`src/rtl/multicycle_control_fsm.sv`:
```
// -----------------------------------------------------------------------------
// multicycle_control_fsm
// Main control unit for a multicycle MIPS core. Sequences a shared datapath
// (single memory port, single ALU, register file, PC) through fetch, decode and
// per-class execute states. It decodes opcode/funct, stalls on memory through a
// ready handshake, traps illegal instructions and counts retired instructions.
//
// Ports:
//   i_clk          clock, rising edge
//   i_rst_n        asynchronous active-low reset
//   i_opcode       instr[31:26] from the instruction register
//   i_funct        instr[5:0] from the instruction register
//   i_zero         ALU zero flag (branch condition)
//   i_mem_ready    memory completes the current access this cycle
//   o_iord         memory address select: 0=PC, 1=ALUOut
//   o_mem_write    memory write request
//   o_ir_write     instruction register load
//   o_reg_dst      register write address: 1=rd, 0=rt
//   o_mem_to_reg   register write data: 1=data register, 0=ALUOut
//   o_reg_write    register file write enable
//   o_alu_src_a    ALU A: 0=PC, 1=register A
//   o_alu_src_b    ALU B: 00=B, 01=4, 10=signImm, 11=signImm<<2
//   o_alu_control  010 add, 110 sub, 000 and, 001 or, 111 slt
//   o_pc_src       PC source: 00=ALU result, 01=ALUOut, 10=jump target
//   o_pc_en        PC load enable
//   o_illegal      illegal-instruction trap indicator
//   o_state        current state encoding (debug)
//   o_retired      retired-instruction count, wraps modulo 2^CNT_W
// -----------------------------------------------------------------------------
module multicycle_control_fsm #(
  parameter int CNT_W = 32
) (
  input  logic             i_clk,
  input  logic             i_rst_n,
  input  logic [5:0]       i_opcode,
  input  logic [5:0]       i_funct,
  input  logic             i_zero,
  input  logic             i_mem_ready,
  output logic             o_iord,
  output logic             o_mem_write,
  output logic             o_ir_write,
  output logic             o_reg_dst,
  output logic             o_mem_to_reg,
  output logic             o_reg_write,
  output logic             o_alu_src_a,
  output logic [1:0]       o_alu_src_b,
  output logic [2:0]       o_alu_control,
  output logic [1:0]       o_pc_src,
  output logic             o_pc_en,
  output logic             o_illegal,
  output logic [3:0]       o_state,
  output logic [CNT_W-1:0] o_retired
);

  localparam logic [5:0] OP_R    = 6'b000000;
  localparam logic [5:0] OP_LW   = 6'b100011;
  localparam logic [5:0] OP_SW   = 6'b101011;
  localparam logic [5:0] OP_BEQ  = 6'b000100;
  localparam logic [5:0] OP_ADDI = 6'b001000;
  localparam logic [5:0] OP_J    = 6'b000010;

  localparam logic [2:0] ALU_ADD = 3'b010;
  localparam logic [2:0] ALU_SUB = 3'b110;
  localparam logic [2:0] ALU_AND = 3'b000;
  localparam logic [2:0] ALU_OR  = 3'b001;
  localparam logic [2:0] ALU_SLT = 3'b111;

  typedef enum logic [3:0] {
    S_FETCH   = 4'd0,
    S_DECODE  = 4'd1,
    S_MEMADR  = 4'd2,
    S_MEMRD   = 4'd3,
    S_MEMWB   = 4'd4,
    S_MEMWR   = 4'd5,
    S_EXECUTE = 4'd6,
    S_ALUWB   = 4'd7,
    S_BRANCH  = 4'd8,
    S_ADDIEX  = 4'd9,
    S_ADDIWB  = 4'd10,
    S_JUMP    = 4'd11,
    S_ILLEGAL = 4'd15
  } state_t;

  state_t           r_state;
  state_t           w_state_next;
  logic [CNT_W-1:0] r_retired;

  // Raw (pre reset-gating) control outputs from the state decoder.
  logic       w_iord;
  logic       w_mem_write;
  logic       w_ir_write;
  logic       w_reg_dst;
  logic       w_mem_to_reg;
  logic       w_reg_write;
  logic       w_alu_src_a;
  logic [1:0] w_alu_src_b;
  logic [2:0] w_alu_control;
  logic [1:0] w_pc_src;
  logic       w_pc_en;
  logic       w_illegal;
  logic       w_retire;

  // R-type funct decode
  logic       w_funct_valid;
  logic [2:0] w_funct_alu;

  always_comb begin
    w_funct_valid = 1'b1;
    w_funct_alu   = ALU_ADD;
    case (i_funct)
      6'b100000: w_funct_alu = ALU_ADD;
      6'b100010: w_funct_alu = ALU_SUB;
      6'b100100: w_funct_alu = ALU_AND;
      6'b100101: w_funct_alu = ALU_OR;
      6'b101010: w_funct_alu = ALU_SLT;
      default:   w_funct_valid = 1'b0;
    endcase
  end

  // State register
  always_ff @(posedge i_clk or negedge i_rst_n) begin
    if (!i_rst_n) begin
      r_state <= S_FETCH;
    end else begin
      r_state <= w_state_next;
    end
  end

  // Next-state and output decode
  always_comb begin
    w_state_next  = r_state;
    w_iord        = 1'b0;
    w_mem_write   = 1'b0;
    w_ir_write    = 1'b0;
    w_reg_dst     = 1'b0;
    w_mem_to_reg  = 1'b0;
    w_reg_write   = 1'b0;
    w_alu_src_a   = 1'b0;
    w_alu_src_b   = 2'b00;
    w_alu_control = ALU_ADD;
    w_pc_src      = 2'b00;
    w_pc_en       = 1'b0;
    w_illegal     = 1'b0;
    w_retire      = 1'b0;

    case (r_state)
      S_FETCH: begin
        // PC+4 is written back the same cycle the instruction is captured.
        w_alu_src_b = 2'b01;
        w_ir_write  = i_mem_ready;
        w_pc_en     = i_mem_ready;
        if (i_mem_ready) w_state_next = S_DECODE;
      end

      S_DECODE: begin
        // Precompute the branch target into ALUOut while decoding.
        w_alu_src_b = 2'b11;
        case (i_opcode)
          OP_LW, OP_SW: w_state_next = S_MEMADR;
          OP_R:         w_state_next = w_funct_valid ? S_EXECUTE : S_ILLEGAL;
          OP_BEQ:       w_state_next = S_BRANCH;
          OP_ADDI:      w_state_next = S_ADDIEX;
          OP_J:         w_state_next = S_JUMP;
          default:      w_state_next = S_ILLEGAL;
        endcase
      end

      S_MEMADR: begin
        w_alu_src_a = 1'b1;
        w_alu_src_b = 2'b10;
        // Only LW/SW reach here; anything else means the IR changed under us.
        if (i_opcode == OP_LW)      w_state_next = S_MEMRD;
        else if (i_opcode == OP_SW) w_state_next = S_MEMWR;
        else                        w_state_next = S_ILLEGAL;
      end

      S_MEMRD: begin
        w_iord = 1'b1;
        if (i_mem_ready) w_state_next = S_MEMWB;
      end

      S_MEMWB: begin
        w_mem_to_reg = 1'b1;
        w_reg_write  = 1'b1;
        w_retire     = 1'b1;
        w_state_next = S_FETCH;
      end

      S_MEMWR: begin
        w_iord      = 1'b1;
        w_mem_write = 1'b1;
        if (i_mem_ready) begin
          w_retire     = 1'b1;
          w_state_next = S_FETCH;
        end
      end

      S_EXECUTE: begin
        w_alu_src_a   = 1'b1;
        w_alu_src_b   = 2'b00;
        w_alu_control = w_funct_alu;
        w_state_next  = S_ALUWB;
      end

      S_ALUWB: begin
        w_reg_dst    = 1'b1;
        w_reg_write  = 1'b1;
        w_retire     = 1'b1;
        w_state_next = S_FETCH;
      end

      S_BRANCH: begin
        w_alu_src_a   = 1'b1;
        w_alu_control = ALU_SUB;
        w_pc_src      = 2'b01;
        w_pc_en       = i_zero;
        w_retire      = 1'b1;
        w_state_next  = S_FETCH;
      end

      S_ADDIEX: begin
        w_alu_src_a  = 1'b1;
        w_alu_src_b  = 2'b10;
        w_state_next = S_ADDIWB;
      end

      S_ADDIWB: begin
        w_reg_write  = 1'b1;
        w_retire     = 1'b1;
        w_state_next = S_FETCH;
      end

      S_JUMP: begin
        w_pc_src     = 2'b10;
        w_pc_en      = 1'b1;
        w_retire     = 1'b1;
        w_state_next = S_FETCH;
      end

      S_ILLEGAL: begin
        // Trap is sticky; only reset leaves this state.
        w_illegal    = 1'b1;
        w_state_next = S_ILLEGAL;
      end

      default: begin
        w_state_next = S_FETCH;
      end
    endcase
  end

  // Retired-instruction counter; wraps naturally at all-ones.
  always_ff @(posedge i_clk or negedge i_rst_n) begin
    if (!i_rst_n) begin
      r_retired <= '0;
    end else if (w_retire) begin
      r_retired <= r_retired + CNT_W'(1);
    end
  end

  // Write/load enables are gated by the reset input itself so they drop the
  // moment reset is asserted, independent of any clock edge.
  assign o_ir_write    = w_ir_write  & i_rst_n;
  assign o_pc_en       = w_pc_en     & i_rst_n;
  assign o_reg_write   = w_reg_write & i_rst_n;
  assign o_mem_write   = w_mem_write & i_rst_n;

  assign o_iord        = w_iord;
  assign o_reg_dst     = w_reg_dst;
  assign o_mem_to_reg  = w_mem_to_reg;
  assign o_alu_src_a   = w_alu_src_a;
  assign o_alu_src_b   = w_alu_src_b;
  assign o_alu_control = w_alu_control;
  assign o_pc_src      = w_pc_src;
  assign o_illegal     = w_illegal;
  assign o_state       = r_state;
  assign o_retired     = r_retired;

endmodule

```
`config.mk`:
```
export PLATFORM = sky130hd
export DESIGN_NAME = multicycle_control_fsm
export DESIGN_NICKNAME = d
export VERILOG_FILES = /design/src/rtl/multicycle_control_fsm.sv
export SDC_FILE = /design/constraint.sdc
export NUM_CORES = 1
export LEC_CHECK = 0
export BUFFER_PORTS_ARGS = -buffer_cell sky130_fd_sc_hd__buf_2
export CAP_MARGIN = 15
export CORE_AREA = 8 8 78 80
export DETAILED_ROUTE_END_ITERATION = 8
export DIE_AREA = 0 0 86 88
export GPL_TIMING_DRIVEN = 1
export PLACE_DENSITY = 0.7
export SYNTH_ARGS = -nofsm -noshare
export SYNTH_HDL_FRONTEND = slang
export SYNTH_SLANG_ARGS = --single-unit
```
`constraint.sdc`:
```
create_clock -name i_clk -period 2.35 [get_ports i_clk]
set_input_delay 0.3525 -clock i_clk [delete_from_list [all_inputs] [get_ports i_clk]]
set_output_delay 0.3525 -clock i_clk [all_outputs]
set_load 0.01 [all_outputs]
```
Word-level counts from Yosys, hierarchy flattened
Cells that the tools add are included.
{"block": "totals", "ff_bits": 36, "in_bits": 16, "out_inout_bits": 52, "wordCells": 66}
{"block": "classes", "n_addsub": 1, "n_eq_ne": 25, "n_mux": 24, "bitwise": 4, "reduce_logical": 10}
{"operator": "$eq A6 B6 Y1 const B", "n": 7}
{"operator": "$add A32 B1 Y32 const B", "n": 1}
{"operator": "$pmux W4 S8", "n": 1}
{"operator": "$mux W4", "n": 6}
{"operator": "$eq A4 B4 Y1 const B", "n": 5}
{"operator": "$pmux W4 S5", "n": 1}
{"operator": "$eq A4 B3 Y1 const B", "n": 4}
{"operator": "$pmux W3 S4", "n": 1}
{"operator": "$mux W1", "n": 10}
{"operator": "$reduce_or A5 Y1", "n": 2}
{"operator": "$eq A4 B2 Y1 const B", "n": 2}
{"operator": "$eq A6 B2 Y1 const B", "n": 1}
{"operator": "$eq A6 B3 Y1 const B", "n": 1}
{"operator": "$eq A6 B4 Y1 const B", "n": 1}
{"operator": "$logic_not A6 Y1", "n": 1}
{"operator": "$ne A2 B2 Y1 const B", "n": 3}
{"operator": "$pmux W2 S3", "n": 1}
{"operator": "$pmux W3 S2", "n": 1}
{"operator": "$reduce_or A2 Y1", "n": 3}
{"operator": "$and A1 B1 Y1", "n": 4}
{"operator": "$eq A4 B1 Y1 const B", "n": 1}
{"operator": "$logic_not A4 Y1", "n": 1}
{"operator": "$pmux W2 S2", "n": 1}
{"operator": "$reduce_or A4 Y1", "n": 1}
{"operator": "other kinds (4)", "n": 4}

Logic depth before layout (Yosys ltp)
{"block": "depth", "ltp_word": 6, "depth_mapped": 7, "mapped_depth_nobuf": 5}

Least setup slack after synthesis
No wires, ideal clock.
{"block": "synth_path", "path_type": "register to output", "from": "register r_state[3] (netlist: o_state[3])", "to": "output o_pc_en", "t_arrival_ps": 1559, "required_time_ps": 1997, "path_slack_ps": 439, "path_stages_with_launch": 6, "n_path_buf": 1, "cell_sequence": "dfrtp_1 > clkbuf_1 > nor2_1 > nand2_1 > nor4_1 > o21bai_1"}
{"block": "synth_between", "elab_chain_len": 3, "word_cells_on_any_way": 5, "cone_classes": "2 x eq/ne; 1 x mux; 1 x bitwise; 1 x reduce/logical"}
{"element": "start: declaration", "line_no": "84", "rtl": "state_t r_state;"}
{"element": "start signal: assignment", "line_no": "125", "rtl": "r_state <= w_state_next;"}
{"element": "$eq A4 B4 Y1 or $logic_not A4 Y1 (tied branches)", "line_no": "146", "rtl": "case (r_state)"}
{"element": "$pmux W1 S3 (*)", "line_no": "146"}
{"element": "$and A1 B1 Y1 (*)", "line_no": "264", "rtl": "assign o_pc_en = w_pc_en & i_rst_n;"}
{"element": "end: declaration", "line_no": "49", "rtl": "output logic o_pc_en,"}
Every way passes the cells marked *; elsewhere a longest branch is shown, timed or not.

Final worst setup path
{"block": "layout_path", "from": "register r_state[3] (netlist: o_state[3])", "to": "output o_alu_control[2]"}
{"block": "layout_between", "elab_chain_len": 2, "word_cells_on_any_way": 3, "cone_classes": "2 x eq/ne; 1 x mux"}
{"element": "$eq A4 B4 Y1 or $eq A4 B3 Y1 (tied branches)", "line_no": "146"}
{"element": "$pmux W3 S2 (*)", "line_no": "146"}
{"element": "end: declaration", "line_no": "47", "rtl": "output logic [2:0] o_alu_control,"}
Marked as above.

==> flow_metrics.py <==
metrics = {
    "yosys": {
        "synth_area_leaders": "sky130_fd_sc_hd__dfrtp_1, sky130_fd_sc_hd__xnor2_1, sky130_fd_sc_hd__nand4_1",
        "async_flop_share_pct": 100.0,
        "post-synth-top-area-fraction_pct": 43.19,
        "syn_inst": 221,
        "synth_most_common_cell": "sky130_fd_sc_hd__dfrtp_1",
        "synth_flop_cell": "sky130_fd_sc_hd__dfrtp_1",
        "netlist-cell-type-count": 46,
        "library_cell_with_the_largest_summed_area_after_synthesis": "sky130_fd_sc_hd__dfrtp_1",
        "syn_avg_cell_area_um2": 9.438,
        "synth_area_um2": 2086,
        "synth_edf_count": 0,
        "ys_ff_latch": 36,
        "syn-num-nets": 238,
        "ys_seq_area_share_pct": 43.19,
        "post_synth_most_frequent_cells": "sky130_fd_sc_hd__dfrtp_1, sky130_fd_sc_hd__xnor2_1, sky130_fd_sc_hd__nand2_1",
        "synth.yosys.warnings": 0,
    },
    "clock_network": {
        "postCtsSetupRepairBufs": 0,
        "clock_transition_at_the_registers_of_the_reported_paths_ns": 0.07,
        "cts-root-buf": "sky130_fd_sc_hd__clkbuf_8",
        "clkLatencyLatePin_ns": 0.28,
        "cts_buf_count": 5,
        "cts_resized": 0,
        "clock-sinks": 36,
        "clock_tree.buffer_depth": 2,
        "htree_num_levels": 2,
        "ctsHoldBuffers": 0,
        "tritoncts_clock_tree": "built",
    },
    "sta": {
        "final-hold-violation-count": 0,
        "achievable-frequency_ghz": 0.4555,
        "final.period_utilization_pct": 93.41,
        "timing.clock.skew_ns": 0.004353,
        "finalSetupViolCount": 0,
        "setup_ws_ns": 0.1548,
        "finalSetupTns_ns": 0,
        "rsz0062_at_grt": "no",
        "timing.final.max_slew_violations": 0,
        "finalWorstPathRequiredPeriod_ns": 2.195,
        "max_slew.worst_pin.slew_ns": 0.6526,
        "max-slew-margin-rel_pct": 56.16,
        "whs_ns": 0.05759,
    },
    "setup_path": {
        "cp_slowest_cell": "sky130_fd_sc_hd__dfrtp_2",
        "required_time_reported_for_the_critical_path_endpoint_ns": 2.00,
        "critical_path.endpoint_type": "primary output",
        "arrival_ns": 1.84,
        "crit_chain": "nand2b_1 > or3_1 > nor4b_1 > or2_2 > buf_2",
        "timing.critical_path.fanout_max": 11,
        "cp_top_family": "simple AND/OR/NAND/NOR gates",
        "slowest_delay_ns": 0.47,
        "path_depth": 5,
        "timing.setup.critical_path_class": "reg -> out",
        "setup.worst_path.start_class": "register",
        "reg2reg_depth": 5,
        "worst-path-buf-inv": 1,
    },
    "routing": {
        "routed_via_density": 5.140,
        "route.detailed.wl_per_inst_um": 14.27,
        "post-route-drc-count": 0,
        "drtIter0Drc": 69,
        "detailedRoute.firstPassIterationCount": 4,
        "routed_wl_um": 5181,
        "antenna_left": 0,
        "via_count": 1866,
    },
    "grt": {
        "track_usage_pct": 14.44,
        "grt_max_degree": 22,
        "gr-total-overflow": 0,
        "grt_first_pass_wirelength_um": 8790,
        "use_met1_pct": 17.04,
        "met3_usage_pct": 5.347,
        "most_crowded_layer_gr": "met2",
        "grt_pass1_vias": 1882,
        "antenna_found_initial": 0,
        "use_met2_pct": 24.07,
    },
    "floorplan": {
        "initial_core_util_pct": 42.46,
        "num_rows": 26,
        "floorplan.die.width_um": 86,
        "full_die_area_um2": 7568,
        "core_area_um2": 4912,
        "dieHeight_um": 88,
        "num_io_pins": 68,
    },
    "outcome": {
        "outcome": "complete, no violations",
    },
    "power_and_ir_drop": {
        "clock_power_share_pct": 17.6,
        "switch_share_pct": 41.01,
        "fin_total_pwr_mw": 2.289,
        "netSwitchingPower_mw": 0.9387,
        "power.share.sequential_pct": 36.8,
        "vdd_drop_max_v": 0.0005695,
        "p_int_mw": 1.350,
        "p_per_area_nw_per_um2": 877.5,
        "leakagePower_nw": 1.233,
        "comb_power_share_pct": 45.6,
    },
    "placed_design": {
        "place.port_buffers": 67,
        "dp_hpwl_um": 4095,
        "preCtsSetupSlack_ns": 0.3106,
        "postPlaceCellArea_um2": 2529,
        "place.detailed.instances": 356,
        "gp_congestion": 0.8402,
    },
    "min_path": {
        "worstHoldPathType": "in -> async",
    },
    "cells_and_area": {
        "finish.instance_area_um2": 2609,
        "area.growth.synth_to_final_pct": 25.07,
        "final_core_util_pct": 53.11,
        "nNetsFinal": 310,
        "layout_cells_sized_above_1_pct": 32.42,
        "finish.cell_count_without_fillers": 363,
        "n_diodes": 0,
    },
    "flow_run": {
        "max_cap_violations": 0,
    },
}
[cells in the final DEF, fill, tap and decap left out, drive strengths merged, types with 5 or more instances in the layout]
cell and n:
xnor2 30, nor2 12, nand4 13, inv 5, nor3 15, nand2 19
dfrtp 36, and4 5, nand3 11, o21ai 7, clkbuf 6, a21oi 9
nand2b 5, buf 75
[final cells by class]
cell class              count  area, um^2
inverters                   5       18.77
flip-flops and latches     36       903.4
clock inverters             1       5.005
repair buffers             75       395.4
fillers                   469        2303
multi-input cells         170        1126
well taps                  70       87.58
clock buffers               6       72.57
[per-layer routing]
metal / part of all wire, % / wire length (um) / vias to the layer above
met5: 0 / 0 / -
met4: 0.97 / 50 / 0
met3: 7.3 / 380 / 6
met2: 48 / 2461 / 55
met1: 44 / 2289 / 863
li1: - / - / 942
[logic make-up (layout without fill, tap and decap cells)]
logic type               count (synthesis)  in the layout  share of synthesized area (%)
buffers and inverters                   15             87                          2.820
multiplexers                             3              3                          1.620
XOR/XNOR                                33             33                          13.86
flip-flops                              36             36                          43.19
adder cells (fa/ha/maj)                  1              1                         0.5998
AO/OA/AOI/OAI                           29             29                          8.939
AND/OR/NAND/NOR                        104            104                          28.97
[final timing paths]
| path | startpoint | endpoint | slack [ns] |
|---|---|---|---|
| setup / recovery | o_state[3]$_DFFE_PN0P_ | o_alu_control[2] | 0.15 |
| hold / removal | i_rst_n | o_retired[20]$_DFFE_PN0P_ | 0.06 |
| setup reg to reg | o_retired[3]$_DFFE_PN0P_ | o_retired[29]$_DFFE_PN0P_ | 0.31 |
| hold reg to reg | o_retired[31]$_DFFE_PN0P_ | o_retired[31]$_DFFE_PN0P_ | 0.47 |
| max in group asynchronous | i_rst_n | o_retired[16]$_DFFE_PN0P_ | 2.07 |
| min in group i_clk | i_mem_ready | o_state[2]$_DFFE_PN0P_ | 0.47 |
[flip-flops by register name, summed over array words and instances (netlist names)]
register	count
o_state	4
o_retired	32
[worst register-to-register path: cells and delay by family (launching register included)]
| kind | cells | cell delay [ns] |
|---|---|---|
| and+or+nand+nor | 4 | 1.32 |
| DFF | 1 | 0.45 |
| xor gates and xnor gates | 1 | 0.16 |
[power by group through the flow]
| stage | clock [mW] | combinational, mW | sequential, mW |
|---|---|---|---|
| 4_1_cts | 0.421 | 1.06 | 0.839 |
| 3_3_place_gp | 0 | 1.04 | 0.845 |
| 3_5_place_dp | 0 | 1.05 | 0.850 |
| 6_report | 0.403 | 1.04 | 0.843 |
| 5_1_grt | 0.447 | 1.15 | 0.866 |
| 2_1_floorplan | 0 | 0.674 | 0.848 |
No activity file was read; power rests on OpenSTA's default activity.
